--- src/rtl/cc_operand_packer_pkg.sv ---
// Shared types for the operand packer, compute core wrapper and bench scoreboard.
package cc_operand_packer_pkg;

    localparam int DATA_W = 4;
    localparam int OPT_W  = 3;
    localparam int NUM    = 4;
    localparam int CNT_W  = 2;

    // n[0] is the first beat of the frame
    typedef struct packed {
        logic [NUM-1:0][DATA_W-1:0] n;
        logic [OPT_W-1:0]           opt;
    } frame_t;

    typedef enum logic {
        ST_COLLECT = 1'b0,
        ST_FULL    = 1'b1
    } state_t;

    // Drop one beat into its assembly slot; the opcode only rides on beat 0.
    function automatic frame_t put_beat(input frame_t f, input logic [CNT_W-1:0] idx,
                                        input logic [DATA_W-1:0] d, input logic [OPT_W-1:0] o);
        frame_t r;
        r        = f;
        r.n[idx] = d;
        if (idx == '0) begin
            r.opt = o;
        end
        return r;
    endfunction

endpackage

--- src/rtl/cc_frame_slot.sv ---
// Registered frame holder with valid/ready handshake, load, drain and flush.
module cc_frame_slot
    import cc_operand_packer_pkg::*;
(
    input  logic   clk,
    input  logic   rst_n,
    input  logic   i_clr,
    input  logic   i_load,
    input  frame_t i_frame,
    input  logic   i_ready,
    output logic   o_valid,
    output frame_t o_frame
);

    logic   r_valid;
    frame_t r_frame;

    // Valid flag: flush wins, a load refills (even while draining), a handshake empties.
    always_ff @(posedge clk or negedge rst_n) begin
        if (!rst_n) begin
            r_valid <= 1'b0;
        end else if (i_clr) begin
            r_valid <= 1'b0;
        end else if (i_load) begin
            r_valid <= 1'b1;
        end else if (r_valid && i_ready) begin
            r_valid <= 1'b0;
        end
    end

    // Payload only changes on a load, so it holds through a flush and while stalled.
    always_ff @(posedge clk or negedge rst_n) begin
        if (!rst_n) begin
            r_frame <= '0;
        end else if (i_load && !i_clr) begin
            r_frame <= i_frame;
        end
    end

    assign o_valid = r_valid;
    assign o_frame = r_frame;

endmodule

--- src/rtl/cc_operand_packer.sv ---
// Packs four serial operand beats plus the beat-0 opcode into one parallel frame.
// Assembly side is a two-state FSM; the output side is a cc_frame_slot.
module cc_operand_packer
    import cc_operand_packer_pkg::*;
(
    input  logic              clk,
    input  logic              rst_n,
    input  logic              clr,
    input  logic              in_valid,
    output logic              in_ready,
    input  logic [DATA_W-1:0] in_data,
    input  logic [OPT_W-1:0]  in_opt,
    output logic              out_valid,
    input  logic              out_ready,
    output logic [DATA_W-1:0] out_n0,
    output logic [DATA_W-1:0] out_n1,
    output logic [DATA_W-1:0] out_n2,
    output logic [DATA_W-1:0] out_n3,
    output logic [OPT_W-1:0]  out_opt
);

    // ST_COLLECT : accepting beats, r_cnt is the next assembly slot
    // ST_FULL    : complete frame parked in r_asm, waiting for the output slot

    state_t           r_state;
    state_t           w_state_nxt;
    logic             r_run;
    logic [CNT_W-1:0] r_cnt;
    frame_t           r_asm;
    frame_t           w_asm_beat;
    frame_t           w_load_frame;
    frame_t           w_out_frame;
    logic             w_beat;
    logic             w_last;
    logic             w_slot_free;
    logic             w_load;
    logic             w_out_valid;

    assign w_beat      = in_valid && in_ready && !clr;
    assign w_last      = w_beat && (r_cnt == CNT_W'(NUM - 1));
    assign w_slot_free = !w_out_valid || out_ready;
    assign w_asm_beat  = put_beat(r_asm, r_cnt, in_data, in_opt);

    // in_ready must stay low until the first edge after reset release.
    always_ff @(posedge clk or negedge rst_n) begin
        if (!rst_n) begin
            r_run <= 1'b0;
        end else begin
            r_run <= 1'b1;
        end
    end

    // State register.
    always_ff @(posedge clk or negedge rst_n) begin
        if (!rst_n) begin
            r_state <= ST_COLLECT;
        end else begin
            r_state <= w_state_nxt;
        end
    end

    // Next state: park a finished frame only when the output slot can't take it this edge.
    always_comb begin
        w_state_nxt = r_state;
        if (clr) begin
            w_state_nxt = ST_COLLECT;
        end else begin
            case (r_state)
                ST_COLLECT: if (w_last && !w_slot_free) w_state_nxt = ST_FULL;
                ST_FULL:    if (out_ready)             w_state_nxt = ST_COLLECT;
                default:                               w_state_nxt = ST_COLLECT;
            endcase
        end
    end

    // FSM outputs: acceptance and what (if anything) moves into the output slot.
    always_comb begin
        in_ready     = r_run && (r_state == ST_COLLECT);
        w_load       = 1'b0;
        w_load_frame = w_asm_beat;
        if (!clr) begin
            if (r_state == ST_FULL) begin
                w_load       = out_ready;
                w_load_frame = r_asm;
            end else begin
                w_load = w_last && w_slot_free;
            end
        end
    end

    // Beat counter and assembly buffer; the counter wraps so a parked frame leaves it at 0.
    always_ff @(posedge clk or negedge rst_n) begin
        if (!rst_n) begin
            r_cnt <= '0;
            r_asm <= '0;
        end else if (clr) begin
            r_cnt <= '0;
        end else if (w_beat) begin
            r_cnt <= r_cnt + 1'b1;
            r_asm <= w_asm_beat;
        end
    end

    cc_frame_slot u_out_slot (
        .clk     (clk),
        .rst_n   (rst_n),
        .i_clr   (clr),
        .i_load  (w_load),
        .i_frame (w_load_frame),
        .i_ready (out_ready),
        .o_valid (w_out_valid),
        .o_frame (w_out_frame)
    );

    assign out_valid = w_out_valid;
    assign out_n0    = w_out_frame.n[0];
    assign out_n1    = w_out_frame.n[1];
    assign out_n2    = w_out_frame.n[2];
    assign out_n3    = w_out_frame.n[3];
    assign out_opt   = w_out_frame.opt;

endmodule

--- config.mk ---
export PLATFORM = sky130hd
export DESIGN_NAME = cc_operand_packer
export DESIGN_NICKNAME = d
export VERILOG_FILES = /design/src/rtl/cc_operand_packer_pkg.sv /design/src/rtl/cc_frame_slot.sv /design/src/rtl/cc_operand_packer.sv
export SDC_FILE = /design/constraint.sdc
export NUM_CORES = 1
export LEC_CHECK = 0
export ABC_CLOCK_PERIOD_IN_PS = 3900
export BUFFER_PORTS_ARGS = -buffer_cell sky130_fd_sc_hd__buf_2
export CORE_ASPECT_RATIO = 0.6
export CORE_MARGIN = 2
export CORE_UTILIZATION = 55
export DETAILED_ROUTE_END_ITERATION = 10
export PLACE_DENSITY_LB_ADDON = 0.2
export SYNTH_ARGS = -nofsm -noshare
export SYNTH_HDL_FRONTEND = slang
export SYNTH_SLANG_ARGS = --single-unit
--- constraint.sdc ---
create_clock -name clk -period 3.9 [get_ports clk]
set_clock_uncertainty 0.1 [all_clocks]
set_input_delay 0.39 -clock clk [delete_from_list [all_inputs] [get_ports clk]]
set_output_delay 0.39 -clock clk [all_outputs]
set_load 0.1 [all_outputs]
==> results of run 1 <==
## power by group through the flow
| stage | clock network [W] | logic, W | registers [W] |
|---|---|---|---|
| after global routing | 0.000381 | 0.000272 | 0.000537 |
| after CTS | 0.000362 | 0.000256 | 0.000531 |
| after floorplan | 0 | 0.0000883 | 0.000638 |
| final | 0.000359 | 0.000256 | 0.000532 |
| after global placement | 0 | 0.000249 | 0.000537 |
| after detailed placement | 0 | 0.000256 | 0.000539 |
## worst reg2reg max path, stage by stage (launching register included)
cell and delay, ns:
dfrtp_1 0.40, ha_1 0.29, a31o_2 0.46, and3_1 0.70, a31oi_1 0.23
## cells by family (layout without fill, tap and decap cells)
group	count (synthesis)	count (layout)	share of synthesized area, %
other	1	1	0.1885
AND/OR/NAND/NOR	32	32	8.617
XOR/XNOR	1	1	0.4403
AO/OA/AOI/OAI	61	61	18.24
flip-flops	43	43	54.09
buffers and inverters	20	48	4.654
adder cells (fa/ha/maj)	4	4	2.516
multiplexers	20	20	11.26
## metrics by stage
| stage | std cells | area, um2 | worst slack, ns | total power, W |
|---|---|---|---|---|
| 6_report | 255 | 2265 | 1.546 | 0.001146 |
| 3_5_place_dp | 247 | 2147 | 1.598 | 0.0007957 |
| 3_3_place_gp | 247 | 2147 | 1.770 | 0.0007854 |
| 4_1_cts | 255 | 2265 | 1.592 | 0.001149 |
| 5_1_grt | 255 | 2265 | 1.438 | 0.001190 |
| 2_1_floorplan | 182 | 1989 | 1.657 | 0.0007267 |
## layout make-up
class / instances / area [um2]
clock buffer: 6 / 82.58
inverter: 7 / 26.28
timing repair buffer: 33 / 167.7
tap: 45 / 56.30
sequential: 43 / 1076
multi-input combinational: 119 / 820.8
clock inverter: 2 / 35.03
fill: 234 / 1099
## worst max-delay path by stage
stage	startpoint	end	slack (ns)	cells after the start
detailed placement	r_cnt[1]$_DFFE_PN0P_	u_out_slot.o_frame[10]$_DFFE_PN0P_	1.60	4
CTS	r_cnt[1]$_DFFE_PN0P_	u_out_slot.o_frame[10]$_DFFE_PN0P_	1.59	4
finish	r_cnt[1]$_DFFE_PN0P_	u_out_slot.o_frame[10]$_DFFE_PN0P_	1.55	4
global placement	r_cnt[1]$_DFFE_PN0P_	u_out_slot.o_frame[3]$_DFFE_PN0P_	1.77	4
floorplan	r_state$_DFF_PN0_	in_ready	1.66	1
global route	r_cnt[1]$_DFFE_PN0P_	u_out_slot.o_frame[10]$_DFFE_PN0P_	1.44	4
## layout by cell type (no fill, tap or decap), types with 2 or more instances in the layout
cell / count
a31oi_1: 38
buf_2: 32
clkbuf_8: 6
dfrtp_1: 43
ha_1: 4
inv_1: 7
mux2_2: 19
nand2_1: 3
nand2b_1: 2
nand3_1: 19
nor2_1: 2
nor2b_1: 2
o21ai_0: 18
o21bai_1: 2
## state kept, by name, indices dropped and copies added (netlist names)
name and flops:
r_asm 19, r_run 1, r_state 1, r_cnt 2, u_out_slot.o_frame 19, u_out_slot.o_valid 1
## per-layer routing
layer | share of wire, % | global-route usage (%)
met5 | 0 | 0
met4 | 1.0 | 9.444
met1 | 45 | 38.12
met2 | 46 | 36.48
met3 | 8.7 | 7.014
==> results.tsv, run 1 <==
metric	value	unit
synth_most_common_cell	dfrtp_1	
grt_pass1_vias	1498	
path_buf_inv	0	
reg2reg_depth	4	
ctsHoldBuffers	0	
switching_share	32.38	%
pin_count	33	
wirelength	4813	um
rr_endpoint	u_out_slot.o_frame[10]$_DFFE_PN0P_	
crit_fanout	20	
relSlewSlack	27.91	%
p_switching	0.0003713	W
dpl.hpwl	3404	um
status	finished clean	
hold_viol	0	
wire_per_inst	18.87	um
finalSetupViolCount	0	
synthArstFlopShare	100.0	%
worst-r2r-setup-slack	1.55	ns
slew_viol_final	0	
synthFlopType	dfrtp_1	
ir_drop	333.9	uV
critPathMaxStageDelay	0.70	ns
grt_max_degree	44	
synth_seq_area_share	54.09	%
gp_congestion	0.8578	
fin_util	67.34	%
drtAntennaViolNets	0	
synth_area	1989	um2
yosys_warnings	0	
hold_path.class	primary input to asynchronous set/reset pin	
synth_edf_count	0	
intPower	0.0007751	W
core	3363	um2
portBuffers	32	
antenna_found_initial	0	
start_kind	register	
pwr-share-seq	46.4	%
syn_nets	198	
clockBufferDepth	2	
yosys-top-cells-count	43 x dfrtp_1, 38 x a31oi_1, 19 x mux2_2, 19 x nand3_1, 18 x o21ai_0	
yosysTopAreaCell	dfrtp_1	
power.density	506.2	nW/um2
route.detailed.drc	0	
layout-drive-gt1-share	30.00	%
cts_root_buf	clkbuf_8	
cp_slowest_cell	and3_1	
finalCritPeriodShare	60.37	%
crit_chain	ha_1 -> a31o_2 -> and3_1 -> a31oi_1	
r2r_start	r_cnt[1]$_DFFE_PN0P_	
synthTopCellsByArea	dfrtp_1 54%, a31oi_1 12%, mux2_2 11%	
path_delay_family	simple AND/OR/NAND/NOR gates	
post_cts_buffers	0	
die_width	81.65	um
worstPathRequired	3.92	ns
rows	16	
start_util	59.15	%
combinationalPowerShare	22.3	%
grt_pass1_wl	7783	um
gr-total-overflow	0	
drt-initial-drc-count	160	
vias	1643	
min_period	2.354	ns
drtPass1Iterations	5	
end_kind	register	
synthToLayoutAreaGrowth	13.84	%
synth.distinct_cells	26	
vias_per_cell	6.443	
worst_pin_slew	1.079	ns
clock_latency	0.29	ns
cts_tree	built	
fin_tns_setup	0	ns
track_usage	25.86	%
p_leak	1.085	nW
holdWs	0.1293	ns
cp.arrival	2.38	ns
rsz0062_at_grt	false	
cts.repair.resized	0	
die_area	4130	um2
htreeDepth	2	
nets	225	
die_y	50.59	um
fmax	424.7	MHz
power_frac_clock	31.3	%
diodes	0	
maxCapViolCount	0	
syn_inst	182	
synth_top_area_share	54.09	%
cts.sinks	43	
cts_buffers	5	
avgSynthCellArea	10.93	um2
path_class	register to register	
ys_ff_latch	43	
path_clk_slew	0.08	ns
Note: power is estimated with default switching activity, not from simulation.
==> inputs of run 2 (changes only) <==
--- a/config.mk
+++ b/config.mk
@@ -5,7 +5,8 @@
 export SDC_FILE = /design/constraint.sdc
 export NUM_CORES = 1
 export LEC_CHECK = 0
-export ABC_CLOCK_PERIOD_IN_PS = 3900
+export ABC_AREA = 1
+export ABC_CLOCK_PERIOD_IN_PS = 2200
 export BUFFER_PORTS_ARGS = -buffer_cell sky130_fd_sc_hd__buf_2
 export CORE_ASPECT_RATIO = 0.6
 export CORE_MARGIN = 2
==> constraint.sdc (replaced) <==
create_clock -name clk -period 2.2 [get_ports clk]
set_clock_uncertainty 0.1 [all_clocks]
set_input_delay 0.22 -clock clk [delete_from_list [all_inputs] [get_ports clk]]
set_output_delay 0.22 -clock clk [all_outputs]
set_load 0.1 [all_outputs]
==> run 2 against run 1 <==
  * Synthesized cell count is 86% higher
  * Largest power group unchanged
  * Design area is 16% higher
  * Via count is 29% higher
  * Clock-buffer cell count is 1 higher
==> results.tsv, run 2 <==
metric	value	unit	change
vias	2114		+29%
wire_per_inst	12.48	um	-34%
ctsHoldBuffers	1		+1
relSlewSlack	60.29	%	+32 points
dr_wl_met3	492	um	+17%
wirelength	5393	um	+12%
cp.arrival	1.88	ns	-0.50 ns
rsz0062_at_grt	false		
gr-total-overflow	0		unchanged
routed.top_layer	met4		
synthTopCellsByArea	dfrtp_1 46%, nand2_1 26%, nand3_1 8.2%		
p_leak	1.574	nW	+45%
nets	387		+72%
synth.distinct_cells	17		-35%
avgSynthCellArea	6.904	um2	-37%
synthFlopType	dfrtp_1		
wl_met2	2238	um	+1.8%
path_clk_slew	0.08	ns	about the same
final_cell_mix	161 x nand2_1, 46 x inv_1, 43 x dfrtp_1, 38 x nand3_1, 32 x buf_2		
synth_top_area_share	46.11	%	-8.0 points
synthToLayoutAreaGrowth	12.81	%	
n_fill_cell	371		+59%
path_class	register to register		
diodes	0		unchanged
core	4099	um2	+22%
finalCritPeriodShare	81.32	%	+21 points
rows	18		+2
die_width	88.09	um	+7.9%
worst_pin_slew	0.5956	ns	-0.4835 ns
pin_count	33		unchanged
dpl.hpwl	3851	um	+13%
worstPathRequired	2.29	ns	-1.63 ns
maxCapViolCount	0		unchanged
start_kind	register		
cts_buffers	5		unchanged
crit_fanout	8		-60%
cts_tree	built		
fin_tns_setup	0	ns	unchanged
power.density	745.1	nW/um2	+47%
final_cells	432		+69%
ir_drop	383.3	uV	+15%
syn_inst	338		+86%
slew_viol_final	0		unchanged
synth_edf_count	0		unchanged
min_period	1.789	ns	-0.5654 ns
yosysTopAreaCell	dfrtp_1		
ys_ff_latch	43		unchanged
holdWs	0.08328	ns	-0.04597 ns
yosys-top-cells-count	161 x nand2_1, 46 x inv_1, 43 x dfrtp_1, 38 x nand3_1, 21 x o21ai_0		
layout_commonest_cell	nand2_1		
die_y	54.46	um	+7.7%
min-delay-start	out_ready		
status	finished clean		
portBuffers	32		unchanged
antenna_found_initial	0		unchanged
start_util	56.93	%	-2.2 points
grt_pass1_wl	8942	um	+15%
synth_most_common_cell	nand2_1		
r2r_start	r_cnt[0]$_DFFE_PN0P_		
drtAntennaViolNets	0		unchanged
route.detailed.drc	0		unchanged
finalSetupViolCount	0		unchanged
yosys_warnings	0		unchanged
cts.repair.resized	0		unchanged
gp_congestion	0.8229		-4.1%
reg2reg_depth	9		+5
end_kind	register		
cts.sinks	43		unchanged
hold_end	u_out_slot.o_valid$_DFFE_PN0P_		
die_area	4797	um2	+16%
dp_cells	423		+71%
hold_path.class	primary input to register		
synth_area	2333	um2	+17%
track_usage	25.07	%	-0.79 points
vias_per_cell	4.894		-24%
clock_latency	0.29	ns	about the same
synthArstFlopShare	100.0	%	unchanged
wl_met1	2614	um	+22%
grt_pass1_vias	1856		+24%
syn_nets	354		+79%
synth_seq_area_share	46.11	%	-8.0 points
clockBufferDepth	2		unchanged
holdPathStages	4		
worst-r2r-setup-slack	0.41	ns	-1.13 ns
drt-initial-drc-count	169		+5.6%
post_cts_buffers	0		unchanged
hold_viol	0		unchanged
fin_util	64.22	%	-3.1 points
grt_max_degree	41		-6.8%
fmax	559.0	MHz	+32%
rr_endpoint	u_out_slot.o_frame[4]$_DFFE_PN0P_		
cts_root_buf	clkbuf_8		
layout-drive-gt1-share	13.44	%	-17 points
htreeDepth	2		unchanged
drtPass1Iterations	4		-1
==> run 2: per-layer routing <==
metal  GRT usage [%]  vias up
li1                -     1092
met1           38.61      936
met2           36.74       79
met3           4.977        7
met4           5.051        0
met5               0        -
==> run 2: kinds of logic (layout without fill, tap and decap cells) <==
| kind of cell | count (synthesis) | count (layout) | synth area share (%) |
|---|---|---|---|
| other cells | 1 | 1 | 0.1607 |
| fa+ha+maj | 4 | 4 | 2.145 |
| flops | 43 | 43 | 46.11 |
| simple gates | 206 | 206 | 35.50 |
| buf+inv | 62 | 96 | 11.26 |
| compound gates | 22 | 22 | 4.826 |
==> run 2: worst max path at each step <==
stage	to	start	slack, ns	cells after the start
floorplan	u_out_slot.o_frame[11]$_DFFE_PN0P_	r_state$_DFF_PN0_	0.07	7
global placement	u_out_slot.o_frame[4]$_DFFE_PN0P_	r_cnt[0]$_DFFE_PN0P_	0.47	9
detailed placement	u_out_slot.o_frame[4]$_DFFE_PN0P_	r_cnt[0]$_DFFE_PN0P_	0.46	9
CTS	u_out_slot.o_frame[4]$_DFFE_PN0P_	r_cnt[0]$_DFFE_PN0P_	0.45	9
global route	u_out_slot.o_frame[0]$_DFFE_PN0P_	r_cnt[1]$_DFFE_PN0P_	0.32	7
finish	u_out_slot.o_frame[4]$_DFFE_PN0P_	r_cnt[0]$_DFFE_PN0P_	0.41	9
==> run 2: power by group <==
part	internal (W)	leakage (nW)	switching, W
combinational	0.000134	0.992	0.000410
sequential	0.000883	0.539	0.0000517
clock	0.000223	0.0422	0.000260
total	0.00124	1.57	0.000722
==> run 2: per-stage QoR <==
stage | power [W] | worst slack, ns | cell area [um2]
after global routing | 0.002081 | 0.3164 | 2633
after floorplan | 0.001361 | 0.07084 | 2333
after CTS | 0.001969 | 0.4510 | 2633
after global placement | 0.001473 | 0.4663 | 2541
final | 0.001961 | 0.4110 | 2633
after detailed placement | 0.001488 | 0.4632 | 2541
==> run 2: critical path, stage by stage, from the launching register on <==
cell	delay [ns]
dfrtp_1	0.41
inv_1	0.12
ha_1	0.36
inv_1	0.22
nand2_1	0.12
nand3_1	0.08
nand2_1	0.07
inv_1	0.06
nand3_1	0.10
nand2_1	0.06
==> run 2: final cells by class <==
cell class / instances / area (um2) / share of cell area [%]
clock buffers: 7 / 76.32 / 2.899
clock inverters: 1 / 5.005 / 0.1901
inverters: 48 / 180.2 / 6.844
multi-input cells: 233 / 997.2 / 37.88
flip-flops and latches: 43 / 1076 / 40.87
well taps: 60 / 75.07 / 2.852
repair buffers: 40 / 222.7 / 8.460
==> inputs of run 3 (changes only) <==
--- a/config.mk
+++ b/config.mk
@@ -5,8 +5,8 @@
 export SDC_FILE = /design/constraint.sdc
 export NUM_CORES = 1
 export LEC_CHECK = 0
-export ABC_AREA = 1
-export ABC_CLOCK_PERIOD_IN_PS = 2200
+export ABC_AREA = 0
+export ABC_CLOCK_PERIOD_IN_PS = 1800
 export BUFFER_PORTS_ARGS = -buffer_cell sky130_fd_sc_hd__buf_2
 export CORE_ASPECT_RATIO = 0.6
 export CORE_MARGIN = 2
==> constraint.sdc (replaced) <==
create_clock -name clk -period 1.8 [get_ports clk]
set_clock_uncertainty 0.1 [all_clocks]
set_input_delay 0.18 -clock clk [delete_from_list [all_inputs] [get_ports clk]]
set_output_delay 0.18 -clock clk [all_outputs]
set_load 0.1 [all_outputs]
==> run 3 against run 2 <==
  * Die area is 14% lower
  * Highest routed layer unchanged
  * Via count is 20% lower
  * Hold slack worse by 0.072 ns
  * Maximum frequency is 9.5% higher
  * Largest cell class unchanged
  * Largest power group unchanged
  * Sequential power is 23% higher
  * Combinational power is 4.6% higher
==> results.tsv, run 3 (synthesis gave the netlist of run 1 again) <==
metric	value	unit	change
slew_viol_final	0		unchanged
crit_fanout	8		unchanged
wire_per_inst	18.44	um	+48%
finalCritPeriodShare	90.75	%	+9.4 points
path_clk_slew	0.08	ns	about the same
start_util	59.15	%	+2.2 points
dpl.hpwl	3309	um	-14%
hold_path.class	primary input to register		
clock_latency	0.30	ns	about the same
gr-total-overflow	0		unchanged
end_kind	register		
nets	234		-40%
cp.arrival	1.70	ns	-0.18 ns
cts_buffers	5		unchanged
antenna_found_initial	0		unchanged
path_class	register to register		
rsz0062_at_grt	false		
die_width	81.65	um	-7.3%
route.detailed.drc	0		unchanged
clockBufferDepth	2		unchanged
ir_drop	552.0	uV	+44%
maxCapViolCount	0		unchanged
die_y	50.59	um	-7.1%
rows	16		-2
p_leak	1.119	nW	-29%
vias_per_cell	6.422		+31%
worstPathRequired	1.87	ns	-0.42 ns
post_cts_buffers	0		unchanged
drtPass1Iterations	5		+1
core	3363	um2	-18%
pin_count	33		unchanged
grt_max_degree	44		+7.3%
final_cells	263		-39%
min_period	1.633	ns	-0.1555 ns
cts.sinks	43		unchanged
portBuffers	32		unchanged
synthToLayoutAreaGrowth	16.67	%	
diodes	0		unchanged
final_cell_mix	42 x dfrtp_1, 38 x a31oi_1, 32 x buf_2, 19 x nand3_1, 19 x mux2_2		
drt-initial-drc-count	110		-35%
track_usage	26.09	%	+1.0 points
vias	1689		-20%
dp_cells	255		-40%
cts_root_buf	clkbuf_8		
die_area	4130	um2	-14%
status	finished clean		
grt_pass1_wl	7886	um	-12%
drtAntennaViolNets	0		unchanged
layout-drive-gt1-share	33.03	%	+20 points
gp_congestion	0.9487		+15%
power.density	1007	nW/um2	+35%
start_kind	register		
grt_pass1_vias	1628		-12%
worst-r2r-setup-slack	0.17	ns	-0.24 ns
finalSetupViolCount	0		unchanged
cts_tree	built		
wirelength	4850	um	-10%
layout_commonest_cell	dfrtp_1		
fmax	612.2	MHz	+9.5%
hold_viol	0		unchanged
fin_tns_setup	0	ns	unchanged
htreeDepth	2		unchanged
run 3: cell count changes in the layout (fill, tap and decap cells not counted), sizes merged, moves of 4 or more:
cell / change
nor2: -4
inv: -41
nand2: -157
nand3: -19
a31oi: +38
mux2: +19
run 3: final timing paths:
check,startpoint,to,cells past startpoint
min reg2reg,r_asm[5]$_DFFE_PN0P_,r_asm[5]$_DFFE_PN0P_,1
max,r_cnt[0]$_DFFE_PN0P_,u_out_slot.o_frame[1]$_DFFE_PN0P_,6
max in group asynchronous,rst_n,r_asm[17]$_DFFE_PN0P_,3
min,out_ready,r_state$_DFF_PN0_,2
max reg2reg,r_cnt[0]$_DFFE_PN0P_,u_out_slot.o_frame[1]$_DFFE_PN0P_,6
min in group asynchronous,rst_n,r_run$_DFF_PN0_,3
run 3: critical path: stages, from the launching register on:
cell and delay (ns):
dfrtp_1 0.40, inv_1 0.13, ha_1 0.22, buf_4 0.18, inv_1 0.12, o21ai_0 0.23
a31oi_1 0.12
run 3: power breakdown:
group / switching, W / leakage, nW / internal (W)
clock: 0.000321 / 0.0470 / 0.000301
sequential: 0.0000638 / 0.570 / 0.00108
combinational: 0.000411 / 0.502 / 0.000157
run 3: repair_timing:
action | CTS | global route
hold buffers | 1 | 0
hold endpoints to repair | 43 | 0
gates resized for setup | 0 | 0
run 3: layout make-up:
cell class | count | area [um2]
Sequential cell | 43 | 1077
Fill cell | 246 | 1042
Multi-Input combinational cell | 119 | 823.3
Timing Repair Buffer | 42 | 250.2
Clock buffer | 6 | 82.58
Tap cell | 45 | 56.30
Inverter | 7 | 26.28
Clock inverter | 1 | 5.005
run 3: stage by stage:
stage / power (W) / util, % / hold WS, ns / instance area [um2] / setup WS, ns
after detailed placement: 0.001732 / 66.11 / 0.07273 / 2223 / 0.1792
final: 0.002338 / 69.01 / 0.01138 / 2321 / 0.1666
after global routing: 0.002434 / 69.01 / 0.01770 / 2321 / 0.04968
after floorplan: 0.001575 / - / -0.2156 / 1993 / 0.1757
after CTS: 0.002343 / 69.01 / 0.004132 / 2321 / 0.1661
after global placement: 0.001709 / 66.11 / 0.06396 / 2223 / 0.2530
run 3: layer usage:
metal  wire, um  share of wire, %  up-vias  global-route usage (%)
met5          0                 0        -                       0
met1       2098                43      846                   34.43
met2       2241                46       86                   40.16
met3        443               9.1       11                   7.014
met4         67               1.4        0                   12.22
li1           -                 -      746                       -
